`config.mk`:
```
export PLATFORM = sky130hd
export DESIGN_NAME = fetch_stage
export DESIGN_NICKNAME = d
export VERILOG_FILES = /design/src/rtl/rv32i_pkg.sv /design/src/rtl/if_id_reg.sv /design/src/rtl/fetch_stage.sv
export SDC_FILE = /design/constraint.sdc
export NUM_CORES = 1
export LEC_CHECK = 0
export ABC_AREA = 1
export BUFFER_PORTS_ARGS = -buffer_cell sky130_fd_sc_hd__buf_2
export CAP_MARGIN = 20
export CORE_ASPECT_RATIO = 0.7
export CORE_MARGIN = 2
export CORE_UTILIZATION = 40
export CTS_CLUSTER_SIZE = 10
export DETAILED_ROUTE_END_ITERATION = 12
export GPL_TIMING_DRIVEN = 0
export SYNTH_ARGS = -nofsm -noshare
export SYNTH_HDL_FRONTEND = slang
export SYNTH_HIERARCHICAL = 1
export SYNTH_SLANG_ARGS = --single-unit
export TNS_END_PERCENT = 20
```
`constraint.sdc`:
```
create_clock -name clk -period 2.12 [get_ports clk]
set_clock_uncertainty 0.15 [all_clocks]
set_input_delay 0 -clock clk [delete_from_list [all_inputs] [get_ports clk]]
set_output_delay 0 -clock clk [all_outputs]
set_load 0.005 [all_outputs]
```
`src/rtl/rv32i_pkg.sv`:
```
// ============================================================================
// Module  : rv32i_pkg
// Brief   : Shared core types and constants: fetch FSM states and IF/ID record.
// Revision: 1.0 - initial release
// ============================================================================
`default_nettype none

package rv32i_pkg;

  localparam logic [31:0] c_RESET_PC  = 32'h0000_0000;
  localparam logic [31:0] c_NOP_INSTR = 32'h0000_0013;

  typedef enum logic [1:0] {
    FS_BOOT    = 2'd0,
    FS_FETCH   = 2'd1,
    FS_DISCARD = 2'd2
  } fetchState_e;

  typedef struct packed {
    logic [31:0] instr;
    logic [31:0] pc;
    logic [31:0] pcPlus4;
    logic        valid;
  } ifId_t;

  function automatic ifId_t bubble(input logic [31:0] nop);
    ifId_t b;
    b.instr   = nop;
    b.pc      = '0;
    b.pcPlus4 = '0;
    b.valid   = 1'b0;
    return b;
  endfunction

endpackage

`default_nettype wire

```
`src/rtl/if_id_reg.sv`:
```
// ============================================================================
// Module  : if_id_reg
// Brief   : IF/ID pipeline register with flush > stall > load priority.
// Revision: 1.0 - initial release
// ============================================================================
`default_nettype none

module if_id_reg
  import rv32i_pkg::*;
#(
  parameter logic [31:0] NOP_INSTR = c_NOP_INSTR
) (
  input  logic  clk,
  input  logic  rst,
  input  logic  i_stall,
  input  logic  i_flush,
  input  ifId_t i_ifId,
  output ifId_t o_ifId
);

  ifId_t r_ifId;

  always_ff @(posedge clk) begin
    if (!rst || i_flush) begin
      r_ifId <= bubble(NOP_INSTR);
    end else if (!i_stall) begin
      r_ifId <= i_ifId;
    end
  end

  assign o_ifId = r_ifId;

endmodule

`default_nettype wire

```
`src/rtl/fetch_stage.sv`:
```
// ============================================================================
// Module  : fetch_stage
// Brief   : Instruction fetch: PC, single-outstanding imem handshake, IF/ID reg.
// Revision: 1.0 - initial release
// ============================================================================
`default_nettype none

module fetch_stage
  import rv32i_pkg::*;
#(
  parameter logic [31:0] RESET_PC  = c_RESET_PC,
  parameter logic [31:0] NOP_INSTR = c_NOP_INSTR
) (
  input  logic        clk,
  input  logic        rst,
  input  logic        PCSrcE,
  input  logic [31:0] PCTargetE,
  input  logic        StallF,
  input  logic        StallD,
  input  logic        FlushD,
  output logic        imem_req,
  output logic [31:0] imem_addr,
  input  logic [31:0] imem_rdata,
  input  logic        imem_valid,
  output logic [31:0] InstrD,
  output logic [31:0] PCD,
  output logic [31:0] PCPlus4D,
  output logic        ValidD,
  output logic        FetchBusy
);

  fetchState_e r_state;
  logic [31:0] r_pcF;
  logic [31:0] r_reqAddr;

  logic [31:0] w_pcPlus4F;
  logic [31:0] w_target;
  logic        w_accept;
  ifId_t       w_ifIdNext;
  ifId_t       w_ifIdQ;

  assign w_pcPlus4F = r_pcF + 32'd4;
  assign w_target   = PCTargetE & ~32'h0000_0003;
  assign w_accept   = (r_state == FS_FETCH) && imem_valid && !StallF && !PCSrcE;

  always_ff @(posedge clk) begin
    if (!rst) begin
      r_state   <= FS_BOOT;
      r_pcF     <= RESET_PC;
      r_reqAddr <= '0;
    end else begin
      if (PCSrcE) begin
        r_pcF <= w_target;
      end else if (w_accept) begin
        r_pcF <= w_pcPlus4F;
      end
      case (r_state)
        FS_BOOT: r_state <= FS_FETCH;
        FS_FETCH: begin
          // A redirect cannot cancel an issued request; remember it so the
          // stale response can be swallowed while the address stays stable.
          if (PCSrcE && !imem_valid) begin
            r_reqAddr <= r_pcF;
            r_state   <= FS_DISCARD;
          end
        end
        FS_DISCARD: begin
          if (imem_valid) begin
            r_state <= FS_FETCH;
          end
        end
        default: r_state <= FS_BOOT;
      endcase
    end
  end

  assign imem_req  = (r_state == FS_FETCH) || (r_state == FS_DISCARD);
  assign imem_addr = (r_state == FS_DISCARD) ? r_reqAddr : r_pcF;
  assign FetchBusy = !rst || (r_state != FS_FETCH) || !imem_valid;

  always_comb begin
    w_ifIdNext = bubble(NOP_INSTR);
    if (w_accept) begin
      w_ifIdNext.instr   = imem_rdata;
      w_ifIdNext.pc      = r_pcF;
      w_ifIdNext.pcPlus4 = w_pcPlus4F;
      w_ifIdNext.valid   = 1'b1;
    end
  end

  if_id_reg #(
    .NOP_INSTR(NOP_INSTR)
  ) u_ifIdReg (
    .clk    (clk),
    .rst    (rst),
    .i_stall(StallD),
    .i_flush(FlushD),
    .i_ifId (w_ifIdNext),
    .o_ifId (w_ifIdQ)
  );

  assign InstrD   = w_ifIdQ.instr;
  assign PCD      = w_ifIdQ.pc;
  assign PCPlus4D = w_ifIdQ.pcPlus4;
  assign ValidD   = w_ifIdQ.valid;

endmodule

`default_nettype wire

```
-- Yosys cells after proc, flatten, opt, wreduce, memory -nomap -nowiden
Cells that the tools add are included.
- flip-flop bits (word level): 163
- word-level logic and storage cells: 39
- output and inout port bits: 131
- input bits: 71
- multiplexer cells: 7
- $add $sub $neg: 1
- equality and inequality tests: 5
- bitwise gates (word level): 1
- reduce and logical (&&, ||, !) cells: 17
- operators with widths (kind ; number):
    97-bit 2-to-1 mux ; 1
    32-bit 2-to-1 mux ; 3
    32-bit by 3-bit adder with 32-bit output, second input constant ; 1
    2-bit one-hot mux with 3 select lines ; 1
    1-bit logical AND ; 4
    1-bit zero test ; 4
    1-bit logical OR ; 4
    2-bit 2-to-1 mux ; 2
    2-bit inequality test, second input constant ; 2
    2-bit AND reduction ; 2
    2-bit by 1-bit == test with 1-bit output, second input constant ; 1
    2-bit == test, second input constant ; 1
    2-bit zero test ; 1
    2-bit by 1-bit inequality test with 1-bit output, second input constant ; 1
    2-bit nonzero test ; 1
    2-bit OR reduction ; 1
    1-bit NOT ; 1

-- Depth between registers and ports, before layout
Gate-level depths: netlist of the first run.
- depth after elaboration: 6
- depth in mapped cells: 11
- mapped depth without buffers: 11

-- Modules after synthesis
Netlist of the first run, hierarchy kept.
- modules (own cells, without submodules) (module ; sequential area each (sq um) ; instances ; cells an instance ; area each (sq um)):
    fetch_stage ; 1241.2 ; 1 ; 724 ; 4262.8
    if_id_reg ; 1941.9 ; 1 ; 423 ; 3368.2

-- Worst setup path before layout of the first run
OpenSTA, ideal clock, no wires.
- path type: reg2reg
- start: register r_state[1]
- end: register u_ifIdReg.r_ifId, in the netlist u_ifIdReg/o_ifId[69]
- clock period less this slack: 1.764 ns
- path buffers: 2
- data arrival time: 1.493 ns
- setup time: 0.121 ns
- slack: 0.356 ns
- stages on the path, launching flop included: 11
- required time: 1.849 ns
- cells stage by stage: dfxtp_1 > inv_1 > ha_1 > buf_2 > nand3b_1 > nor2_2 > inv_2 > buf_2 > or2_1 > nand2_1 > nand3_1
- RTL lines (what ; line ; source):
    from (decl) ; fetch_stage.sv:32 ; fetchState_e r_state;
    from (signal assigned) ; fetch_stage.sv:48 ; r_state <= FS_BOOT;
    from (signal assigned) ; fetch_stage.sv:58 ; FS_BOOT: r_state <= FS_FETCH;
    from (signal assigned) ; fetch_stage.sv:64 ; r_state <= FS_DISCARD;
    to (signal assigned) ; if_id_reg.sv:25 ; r_ifId <= bubble(NOP_INSTR);
    to (signal assigned) ; if_id_reg.sv:27 ; r_ifId <= i_ifId;
    to (decl) ; if_id_reg.sv:21 ; ifId_t r_ifId;

==> summary.md, run 1 <==
| Metric | Value |
|---|---|
| Die width | 169.1 µm |
| First DRT Iteration DRCs | 674 |
| # IOs | 202 |
| Worst R2R End | u_ifIdReg/o_ifId[16]$_SDFFE_PP0N_ |
| Antenna violations before repair | 0 |
| Antenna Cells | 0 |
| Count leader, synth | nand2_1 |
| Residual DRC | 0 |
| Die area | 20220 µm² |
| Unique masters post-synth | 34 |
| Post-Synthesis Cells | 1147 |
| Unrepaired setup endpoints after global routing | no |
| All-Layer GR Usage | 0.2582 |
| Setup crit end kind | flip-flop |
| Gr ovfl total | 0 |
| Setup CP Type | flip-flop to flip-flop |
| Period utilisation layout | 0.9559 |
| R2R Path Start | r_state[1]$_SDFFE_PN0P_ |
| Initial core utilization | 0.4056 |
| Clk root buf | clkbuf_16 |
| Crit start category | flip-flop |
| Row count | 42 |
| Total Routed Length | 25.97 mm |
| Vias/cell | 4.915 |
| Register area share after synthesis | 0.4171 |
| Crit-path max FO | 10 |
| Register-to-Register Path Depth | 11 |
| R2R setup slack | 90 ps |
| Post-layout util | 0.5469 |
| Setup-failing EPs final | 0 |
| Ys flop type | dfxtp_1 |
| Post-synth EDFFs | 0 |
| Cell family with the largest share of critical-path delay | buffers and inverters |
| Worst EP required | 2330 ps |
| Min-delay src | PCSrcE |
| Least-Margin Pin Slew | 773.1 ps |
| Min Hold Slack | -55.06 ps |
| PwrDens | 754.6 nW/µm² |
| First-pass GRT wire length | 40.67 mm |
| WHS Endpoint | r_state[1]$_SDFFE_PN0P_ |
| Vias in the first global route | 7509 |
| Crit path depth | 11 |
| Crit path buf inv count | 5 |
| CP cell instances | inv_2, ha_1, clkbuf_4, nand3b_1, nor2_4, buf_4, buf_6, nand3_1, inv_1, nand2_1, a21oi_1 |
| Clock period minus worst slack | 2027 ps |
| WP data arrival | 2230 ps |
| Final hold violations | 2 |
| Status | finished with violations |
| Post-synth ARST share | 0 |
| Synth area leader | dfxtp_1 |
| Number of nets in the layout | 1509 |
| Worst vdd ir | 0.3971 mV |
| Hold Crit Class | input port to flip-flop |
| Maximum achievable frequency | 493.4 MHz |
| Core Area | 18810 µm² |
| Max_cap viols | 0 |
| Port bufs | 196 |
| Slew Viols, Final | 0 |
| Seq cells post-synth | 159 |
| Max_slew headroom | 0.4846 |
| CTS tree | done |
| Die Y | 119.6 µm |
| Yosys warns | 6 |
| List of most frequent post-synthesis cells | 372 x nand2_1, 159 x dfxtp_1, 147 x a21oi_1 |
| Area Overhead vs Synth | 34.83% |
| Crit path largest cell delay | 340 ps |
| Clk sinks | 159 |
| Failing checks | negative hold slack |
| Synth area leaders | dfxtp_1 42%, nand2_1 18%, a21oi_1 9.6% |
| Post-synth top area share | 0.4171 |
| Detailed Place HPWL | 19.03 mm |
| Bufs on Longest Clock Path | 2 |
| Via count | 8296 |
| Worst-Skew Late Latency | 430 ps |
| Number of CTS-inserted buffers | 17 |
| Layout cells sized above 1 | 0.2275 |
| H-tree depth | 4 |
| Static leakage | 0.004501 µW |
| DR pass1 iterations | 5 |
| Clk slew on worst S/H paths | 60 ps |
| Hold Path Depth | 5 |
| Wire per inst | 15.39 µm |
| Average instance area after synthesis | 6.653 µm² |
| Antenna-violating nets left | 0 |
| Pin count of the biggest net entering global routing | 17 |
| Synth Cell Area | 7631 µm² |
| Routability cong. | 0.9062 |
| CP max stage cell | dfxtp_2 |
-- layout by cell type, fill, tap and decap left out, types with 3 or more instances in the layout --
cell           instances
o21ai_1                8
ha_1                   4
clkbuf_16             17
nor2_1                87
buf_4                  9
bufinv_16              3
or2_2                  3
clkbuf_2              10
clkbuf_8               5
clkbuf_1              19
buf_1                  3
nand2_2                4
a21oi_2                8
nand3_2                8
nand2_1              372
buf_2                218
nand2_4                3
nor2_4                 8
nor2_2                 6
dlygate4sd3_1         66
inv_1                111
inv_2                  8
a31oi_1                5
nand3_1               60
xor2_1                 5
clkinv_1               5
conb_1                 6
buf_6                  7
dfxtp_1              158
a21oi_1              147
o21ai_0               52
-- how the worst max path moves through the flow --
stage | startpoint | endpoint | slack [ps]
after CTS | r_state[1]$_SDFFE_PN0P_ | u_ifIdReg/o_ifId[69]$_SDFFE_PP1N_ | 4
after global placement | r_state[1]$_SDFFE_PN0P_ | u_ifIdReg/o_ifId[52]$_SDFFE_PP0N_ | -230
final | r_state[1]$_SDFFE_PN0P_ | u_ifIdReg/o_ifId[16]$_SDFFE_PP0N_ | 90
after global routing | r_state[1]$_SDFFE_PN0P_ | u_ifIdReg/o_ifId[31]$_SDFFE_PP0N_ | 8
after floorplan | r_state[1]$_SDFFE_PN0P_ | u_ifIdReg/o_ifId[69]$_SDFFE_PP1N_ | 360
after detailed placement | r_state[1]$_SDFFE_PN0P_ | u_ifIdReg/o_ifId[52]$_SDFFE_PP0N_ | -250
-- area by class of cell --
| type | instances | area, µm² |
|---|---|---|
| Sequential cell | 159 | 3184 |
| Multi-Input combinational cell | 797 | 3656 |
| Tap cell | 242 | 302.8 |
| Inverter | 126 | 478.0 |
| Buffer | 69 | 389.1 |
| Fill cell | 1883 | 8524 |
| Clock inverter | 8 | 127.6 |
| Clock buffer | 24 | 501.7 |
| Timing Repair Buffer | 263 | 1649 |
-- tightest hold or removal path, cell delays in order --
cell and delay (ps):
buf_2 150, inv_2 90, o21ai_1 70, o21ai_2 90, a21oi_1 80
-- timing repair --
| action | CTS | global route |
|---|---|---|
| pin swaps | 1 | 2 |
| setup buffers | 1 | 0 |
| hold buffers | 66 | 0 |
| endpoints found under the hold margin | 128 | 0 |
| gates resized for setup | 13 | 23 |
| setup endpoints to repair | 100 | 101 |
| cloned | 0 | 0 |
-- routing by layer --
metal	vias up	track usage	share of wire
met4	0	0.06517	0.017
met5	-	0	0
met1	3774	0.3855	0.48
met3	31	0.07553	0.096
li1	4171	-	-
met2	320	0.3617	0.40
-- power breakdown --
group / internal (µW) / switching (µW)
registers: 3070 / 82.8
logic: 464 / 845
clock network: 2020 / 1290
-- cells by family after synthesis --
logic type / Yosys count / share of synthesized area
other: 1 / 0.0004914
xor gates and xnor gates: 5 / 0.005738
DFF: 159 / 0.4171
adders and majority gates: 5 / 0.008198
buffers and inverters: 196 / 0.1100
AOI/OAI and AO/OA: 223 / 0.1517
and+or+nand+nor: 558 / 0.3068
-- metrics by stage --
step           total power, µW  area [µm²]  setup slack, ps  TNS (ps)  cells
2_1_floorplan             3880        7650            356.0         0   1152
3_3_place_gp              4354        8934           -226.4     -1882   1590
3_5_place_dp              4356        8934           -252.9     -3084   1590
4_1_cts                   7747       10250            3.918         0   1688
5_1_grt                   8062       10290            8.442         0   1688
6_report                  7763       10290            93.44         0   1688
-- flip-flops by register name, indices dropped and copies added (netlist names) --
signal,flops
r_pcF,30
r_state,2
u_ifIdReg/o_ifId,97
r_reqAddr,30
Note: power is estimated with default switching activity, not from simulation.
==> run 2, diff against run 1 <==
- CORE_ASPECT_RATIO: 0.7 -> 0.6
- RECOVER_POWER: default -> 25
==> summary.md, run 2 (same netlist as run 1, synthesis figures left out) <==
| Metric | Value |
|---|---|
| Status | finished clean (was finished with violations) |
| Logic pwr share | 0.172 (was 0.169) |
| Worst R2R End | u_ifIdReg/o_ifId[31]$_SDFFE_PP0N_ (was u_ifIdReg/o_ifId[16]$_SDFFE_PP0N_) |
| Via count | 8303 (was 8296) |
| Max_slew headroom | 0.5384 (was 0.4846) |
| Antenna violations before repair | 1 (was 0) |
| Clk sinks | 159 (unchanged) |
| Vias/cell | 4.907 (was 4.915) |
| Clk root buf | clkbuf_16 (unchanged) |
| Worst vdd ir | 0.6222 mV (was 0.3971 mV) |
| Met1 usage | 0.4130 (was 0.3855) |
| Die Y | 111.0 µm (was 119.6 µm) |
| Gr busiest metal | met1 (unchanged) |
| Port bufs | 196 (unchanged) |
| Final cell count without fillers | 1692 (was 1688) |
| Unrepaired setup endpoints after global routing | yes (was no) |
| Row count | 39 (was 42) |
| Clock Power Share | 0.418 (was 0.426) |
| Die width | 182.3 µm (was 169.1 µm) |
| Core Area | 18840 µm² (was 18810 µm²) |
| Gr ovfl total | 0 (unchanged) |
| Die area | 20240 µm² (was 20220 µm²) |
| Post-layout util | 0.5430 (was 0.5469) |
| NetSw | 2225 µW (was 2216 µW) |
| Vias in the first global route | 7548 (was 7509) |
| DR pass1 iterations | 5 (unchanged) |
| Most frequent cells in the layout | 372 x nand2_1, 198 x buf_2, 158 x dfxtp_1 (was 372 x nand2_1, 218 x buf_2, 158 x dfxtp_1) |
| Detailed Place HPWL | 19.54 mm (was 19.03 mm) |
| Layout filler cell count | 1941 (was 1883) |
| Pin count of the biggest net entering global routing | 17 (unchanged) |
| Number of nets in the layout | 1509 (unchanged) |
| Period utilisation layout | 0.9831 (was 0.9559) |
| Min Hold Slack | 186.4 ps (was -55.06 ps) |
| R2R setup slack | 40 ps (was 90 ps) |
| Worst setup path startpoint | r_state[1]$_SDFFE_PN0P_ (unchanged) |
| First DRT Iteration DRCs | 670 (was 674) |
| Static leakage | 0.004382 µW (was 0.004501 µW) |
| H-tree depth | 4 (unchanged) |
| Grt met3 use | 0.06997 (was 0.07553) |
| Maximum achievable frequency | 479.8 MHz (was 493.4 MHz) |
| Multi-input gate area | 3645 µm² (was 3656 µm²) |
| Crit start category | flip-flop (unchanged) |
| Hold Crit Class | input port to flip-flop (unchanged) |
| Slew Viols, Final | 0 (unchanged) |
| Area Overhead vs Synth | 34.04% (was 34.83%) |
| Crit-path max FO | 10 (unchanged) |
| Clock period minus worst slack | 2084 ps (was 2027 ps) |
| Sw Ratio | 0.2899 (was 0.2855) |
| Worst setup margin | 35.83 ps (was 93.44 ps) |
| Worst EP required | 2330 ps (about the same) |
| Register-to-Register Path Depth | 10 (was 11) |
| Max reg flops | 97 (unchanged) |
| Worst Setup EP | u_ifIdReg/o_ifId[31]$_SDFFE_PP0N_ (was u_ifIdReg/o_ifId[16]$_SDFFE_PP0N_) |
| Initial core utilization | 0.4051 (was 0.4056) |
| Pwr Total | 7674 µW (was 7763 µW) |
| R2R Path Start | r_state[1]$_SDFFE_PN0P_ (unchanged) |
| Antenna-violating nets left | 0 (unchanged) |
| WP data arrival | 2290 ps (was 2230 ps) |
| CTS tree | done (unchanged) |
| Dpl ws | -160.3 ps (was -252.9 ps) |
| Least-Margin Pin Slew | 692.4 ps (was 773.1 ps) |
| Setup crit end kind | flip-flop (unchanged) |
| Routability cong. | 0.9001 (was 0.9062) |
| Setup-failing EPs final | 0 (unchanged) |
| Max_cap viols | 0 (unchanged) |
| PwrDens | 750.3 nW/µm² (was 754.6 nW/µm²) |
| All-Layer GR Usage | 0.2660 (was 0.2582) |
| Cells after DPL | 1594 (was 1590) |
| Sequential share of power | 0.410 (was 0.406) |
| Total Routed Length | 26.67 mm (was 25.97 mm) |
| Layout cells sized above 1 | 0.2097 (was 0.2275) |
| Final hold violations | 0 (was 2) |
| Number of CTS-inserted buffers | 17 (unchanged) |
| Seq. cell area | 3184 µm² (unchanged) |
| Bufs on Longest Clock Path | 2 (unchanged) |
| Worst-Skew Late Latency | 440 ps (was 430 ps) |
| Wire per inst | 15.76 µm (was 15.39 µm) |
| Most common cell after layout, fill and taps aside | nand2_1 (unchanged) |
| # IOs | 202 (unchanged) |
| Residual DRC | 0 (unchanged) |
| Setup CP Type | flip-flop to flip-flop (unchanged) |
| Met2 usage | 0.3583 (was 0.3617) |
| First-pass GRT wire length | 41.56 mm (was 40.67 mm) |
| Clk slew on worst S/H paths | 60 ps (about the same) |
| Power Internal | 5449 µW (was 5547 µW) |
==> run 2: changes by cell type in the layout (fill, tap and decap cells not counted), sizes merged <==
| cell | previous run | this run |
|---|---|---|
| clkinv | 8 | 9 |
| diode | 0 | 1 |
| buf | 237 | 218 |
| clkbuf | 53 | 69 |
| clkinvlp | 2 | 3 |
==> run 2: worst min path at each step <==
stage,cells past startpoint,end,start
floorplan,1,FetchBusy,imem_valid
global placement,3,r_pcF[5]$_SDFFE_PN0P_,PCTargetE[5]
detailed placement,3,r_pcF[4]$_SDFFE_PN0P_,PCTargetE[4]
CTS,7,u_ifIdReg/o_ifId[5]$_SDFFE_PP0N_,StallF
global route,6,u_ifIdReg/o_ifId[0]$_SDFFE_PP0N_,StallF
finish,7,u_ifIdReg/o_ifId[65]$_SDFFE_PP1N_,StallF
==> run 2: power groups by stage <==
| stage | Sequential, µW | Combinational [µW] | Clock (µW) |
|---|---|---|---|
| after floorplan | 3190 | 693 | 0 |
| after global placement | 3210 | 1170 | 0 |
| after detailed placement | 3210 | 1170 | 0 |
| after CTS | 3140 | 1280 | 3260 |
| after global routing | 3160 | 1440 | 3400 |
| final | 3150 | 1320 | 3210 |
==> run 2: metal layers <==
metal  vias up  part of all wire
li1       4158                 -
met1      3776              0.51
met2       341              0.39
met3        28             0.093
met4         0             0.012
met5         -                 0
==> run 2: final cells by class <==
type / instances / share of cell area
diodes: 1 / 0.0002446
repair buffers: 263 / 0.1585
well taps: 246 / 0.03009
inverters: 126 / 0.04673
clock inverters: 10 / 0.01333
clock buffers: 21 / 0.04599
flip-flops and latches: 159 / 0.3113
multi-input cells: 797 / 0.3563
plain buffers: 69 / 0.03743
==> run 2: stage by stage <==
step                TNS, ps  cell area, µm²
floorplan                 0            7650
finish                    0           10230
global route         -834.2           10230
global placement     -349.7            8939
CTS                       0           10220
detailed placement   -571.8            8939
==> run 2: repair_timing <==
| item | in CTS | in global routing |
|---|---|---|
| setup endpoints to repair | 52 | 116 |
| hold buffers | 66 | 0 |
| buffers inserted | 0 | 1 |
| pin swaps | 0 | 2 |
| gates resized for setup | 9 | 25 |
| gates cloned | 0 | 0 |
| hold endpoints to repair | 127 | 0 |
==> run 2: worst max-delay path, stage by stage, from the launching register on <==
cell and delay, ps:
dfxtp_1 320, inv_2 80, ha_1 140, clkbuf_4 170, nand3b_1 180, nor2_4 220
buf_4 240, nand3_1 210, inv_1 100, nand2_1 70, a21oi_1 130
==> run 3, diff against run 2 <==
- CORE_ASPECT_RATIO: 0.6 -> 1.4
- clock period: 2.12 -> 2.1 ns (I/O delays scaled with it)
==> summary.md, run 3 (same netlist as run 1, synthesis figures left out) <==
| Metric | Value |
|---|---|
| Die width | 120.7 µm (was 182.3 µm) |
| TNS Setup | 0 ps (unchanged) |
| Clock period minus worst slack | 2013 ps (was 2084 ps) |
| Setup CP Type | flip-flop to flip-flop (unchanged) |
| Crit start category | flip-flop (unchanged) |
| Die Y | 167.4 µm (was 111.0 µm) |
| Design Area, Final | 10230 µm² (unchanged) |
| DR pass1 iterations | 5 (unchanged) |
| Antenna violations before repair | 0 (was 1) |
| Via count | 8078 (was 8303) |
| Layout cells sized above 1 | 0.2062 (was 0.2097) |
| Antenna-violating nets left | 0 (unchanged) |
| Number of CTS-inserted buffers | 17 (unchanged) |
| Initial core utilization | 0.4086 (was 0.4051) |
| Maximum achievable frequency | 496.8 MHz (was 479.8 MHz) |
| Vias/cell | 4.783 (was 4.907) |
| Static leakage | 0.004361 µW (was 0.004382 µW) |
| Most frequent cells in the layout | 372 x nand2_1, 184 x buf_2, 157 x dfxtp_1 (was 372 x nand2_1, 198 x buf_2, 158 x dfxtp_1) |
| Max reg flops | 97 (unchanged) |
| Gr ovfl total | 0 (unchanged) |
| Clk root buf | clkbuf_16 (unchanged) |
| Final hold violations | 0 (unchanged) |
| Antenna Cells | 0 (was 1) |
| WP data arrival | 2220 ps (was 2290 ps) |
| Hold Crit Class | input port to flip-flop (unchanged) |
| Dpl ws | -162.7 ps (was -160.3 ps) |
| Row count | 59 (was 39) |
| Core Area | 18680 µm² (was 18840 µm²) |
| PwrDens | 751.6 nW/µm² (was 750.3 nW/µm²) |
| Die area | 20210 µm² (was 20240 µm²) |
| Routability cong. | 0.9208 (was 0.9001) |
| Most common cell after layout, fill and taps aside | nand2_1 (unchanged) |
| Clk slew on worst S/H paths | 60 ps (about the same) |
| Worst EP required | 2310 ps (was 2330 ps) |
| Status | finished clean (unchanged) |
| Number of nets in the layout | 1508 (was 1509) |
| First-pass GRT wire length | 38.81 mm (was 41.56 mm) |
| Unrepaired setup endpoints after global routing | yes (unchanged) |
| Min-delay src | PCSrcE (was StallF) |
| Worst-Skew Late Latency | 430 ps (was 440 ps) |
| Worst vdd ir | 0.5107 mV (was 0.6222 mV) |
| Port bufs | 196 (unchanged) |
| Period utilisation layout | 0.9584 (was 0.9831) |
| Pin count of the biggest net entering global routing | 17 (unchanged) |
| Max_cap viols | 0 (unchanged) |
| Wire per inst | 14.75 µm (was 15.76 µm) |
| Area Overhead vs Synth | 34.04% (unchanged) |
| Post-layout util | 0.5477 (was 0.5430) |
| R2R Path Start | r_state[1]$_SDFFE_PN0P_ (unchanged) |
| Bufs on Longest Clock Path | 2 (unchanged) |
| Clk sinks | 159 (unchanged) |
| Slew Viols, Final | 0 (unchanged) |
| Crit-path max FO | 10 (unchanged) |
| Worst setup path startpoint | r_state[1]$_SDFFE_PN0P_ (unchanged) |
| Least-Margin Pin Slew | 771.5 ps (was 692.4 ps) |
| Vias in the first global route | 7543 (was 7548) |
| Total Routed Length | 24.92 mm (was 26.67 mm) |
| CTS tree | done (unchanged) |
| # IOs | 202 (unchanged) |
| Setup crit end kind | flip-flop (unchanged) |
| H-tree depth | 4 (unchanged) |
| Max_slew headroom | 0.4857 (was 0.5384) |
| Setup-failing EPs final | 0 (unchanged) |
| First DRT Iteration DRCs | 427 (was 670) |
| All-Layer GR Usage | 0.2450 (was 0.2660) |
| Worst setup margin | 87.27 ps (was 35.83 ps) |
| Placed Area | 8936 µm² (was 8939 µm²) |
| Detailed Place HPWL | 18.80 mm (was 19.54 mm) |
| Residual DRC | 0 (unchanged) |
-- run 3: worst max-delay path, stage by stage (launching register included) --
cell and delay [ps]:
dfxtp_1 320, inv_2 80, ha_1 140, buf_4 130
nand3b_1 140, nor2_4 260, buf_4 250, nand3_1 170
inv_1 120, nand2_1 60, a21oi_1 110
-- run 3: area by class of cell --
cell class,count,area [µm²]
well taps,244,305.3
multi-input cells,797,3640
flip-flops and latches,159,3186
clock inverters,14,183.9
fillers,1912,8448
clock buffers,18,429.2
plain buffers,69,406.6
repair buffers,262,1598
inverters,126,480.5
-- run 3: stage by stage --
stage	instances	hold WS [ps]	total power, µW
final	1689	18.11	7688
after CTS	1688	6.252	7708
after global placement	1592	119.8	4366
after global routing	1689	48.63	8018
after detailed placement	1592	131.1	4364
after floorplan	1152	-91.37	3917
-- run 3: repair_timing --
| action | in CTS | in global routing |
|---|---|---|
| endpoints found under the setup margin | 88 | 107 |
| hold endpoints to repair | 127 | 0 |
| hold buffers | 65 | 0 |
| pin swaps | 0 | 2 |
| buffers inserted | 0 | 1 |
| resized for setup | 11 | 38 |
-- run 3: final timing paths --
path	endpoint	slack, ps	cells past startpoint
hold reg to reg	r_reqAddr[2]$_SDFFE_PN0P_	310	2
setup / recovery	u_ifIdReg/o_ifId[31]$_SDFFE_PP0N_	90	10
hold / removal	r_state[1]$_SDFFE_PN0P_	20	5
setup reg to reg	u_ifIdReg/o_ifId[31]$_SDFFE_PP0N_	90	10
-- run 3: per-layer routing --
layer,part of all wire,GRT usage,vias to the layer above
li1,-,-,4164
met3,0.045,0.03678,43
met1,0.44,0.3081,3624
met2,0.48,0.4166,247
met5,0,0,-
met4,0.030,0.1001,0
-- run 3: where the power goes --
group          switching, µW  internal [µW]  total [µW]
sequential              83.2           3100        3180
combinational            806            455        1260
clock                   1350           1900        3250
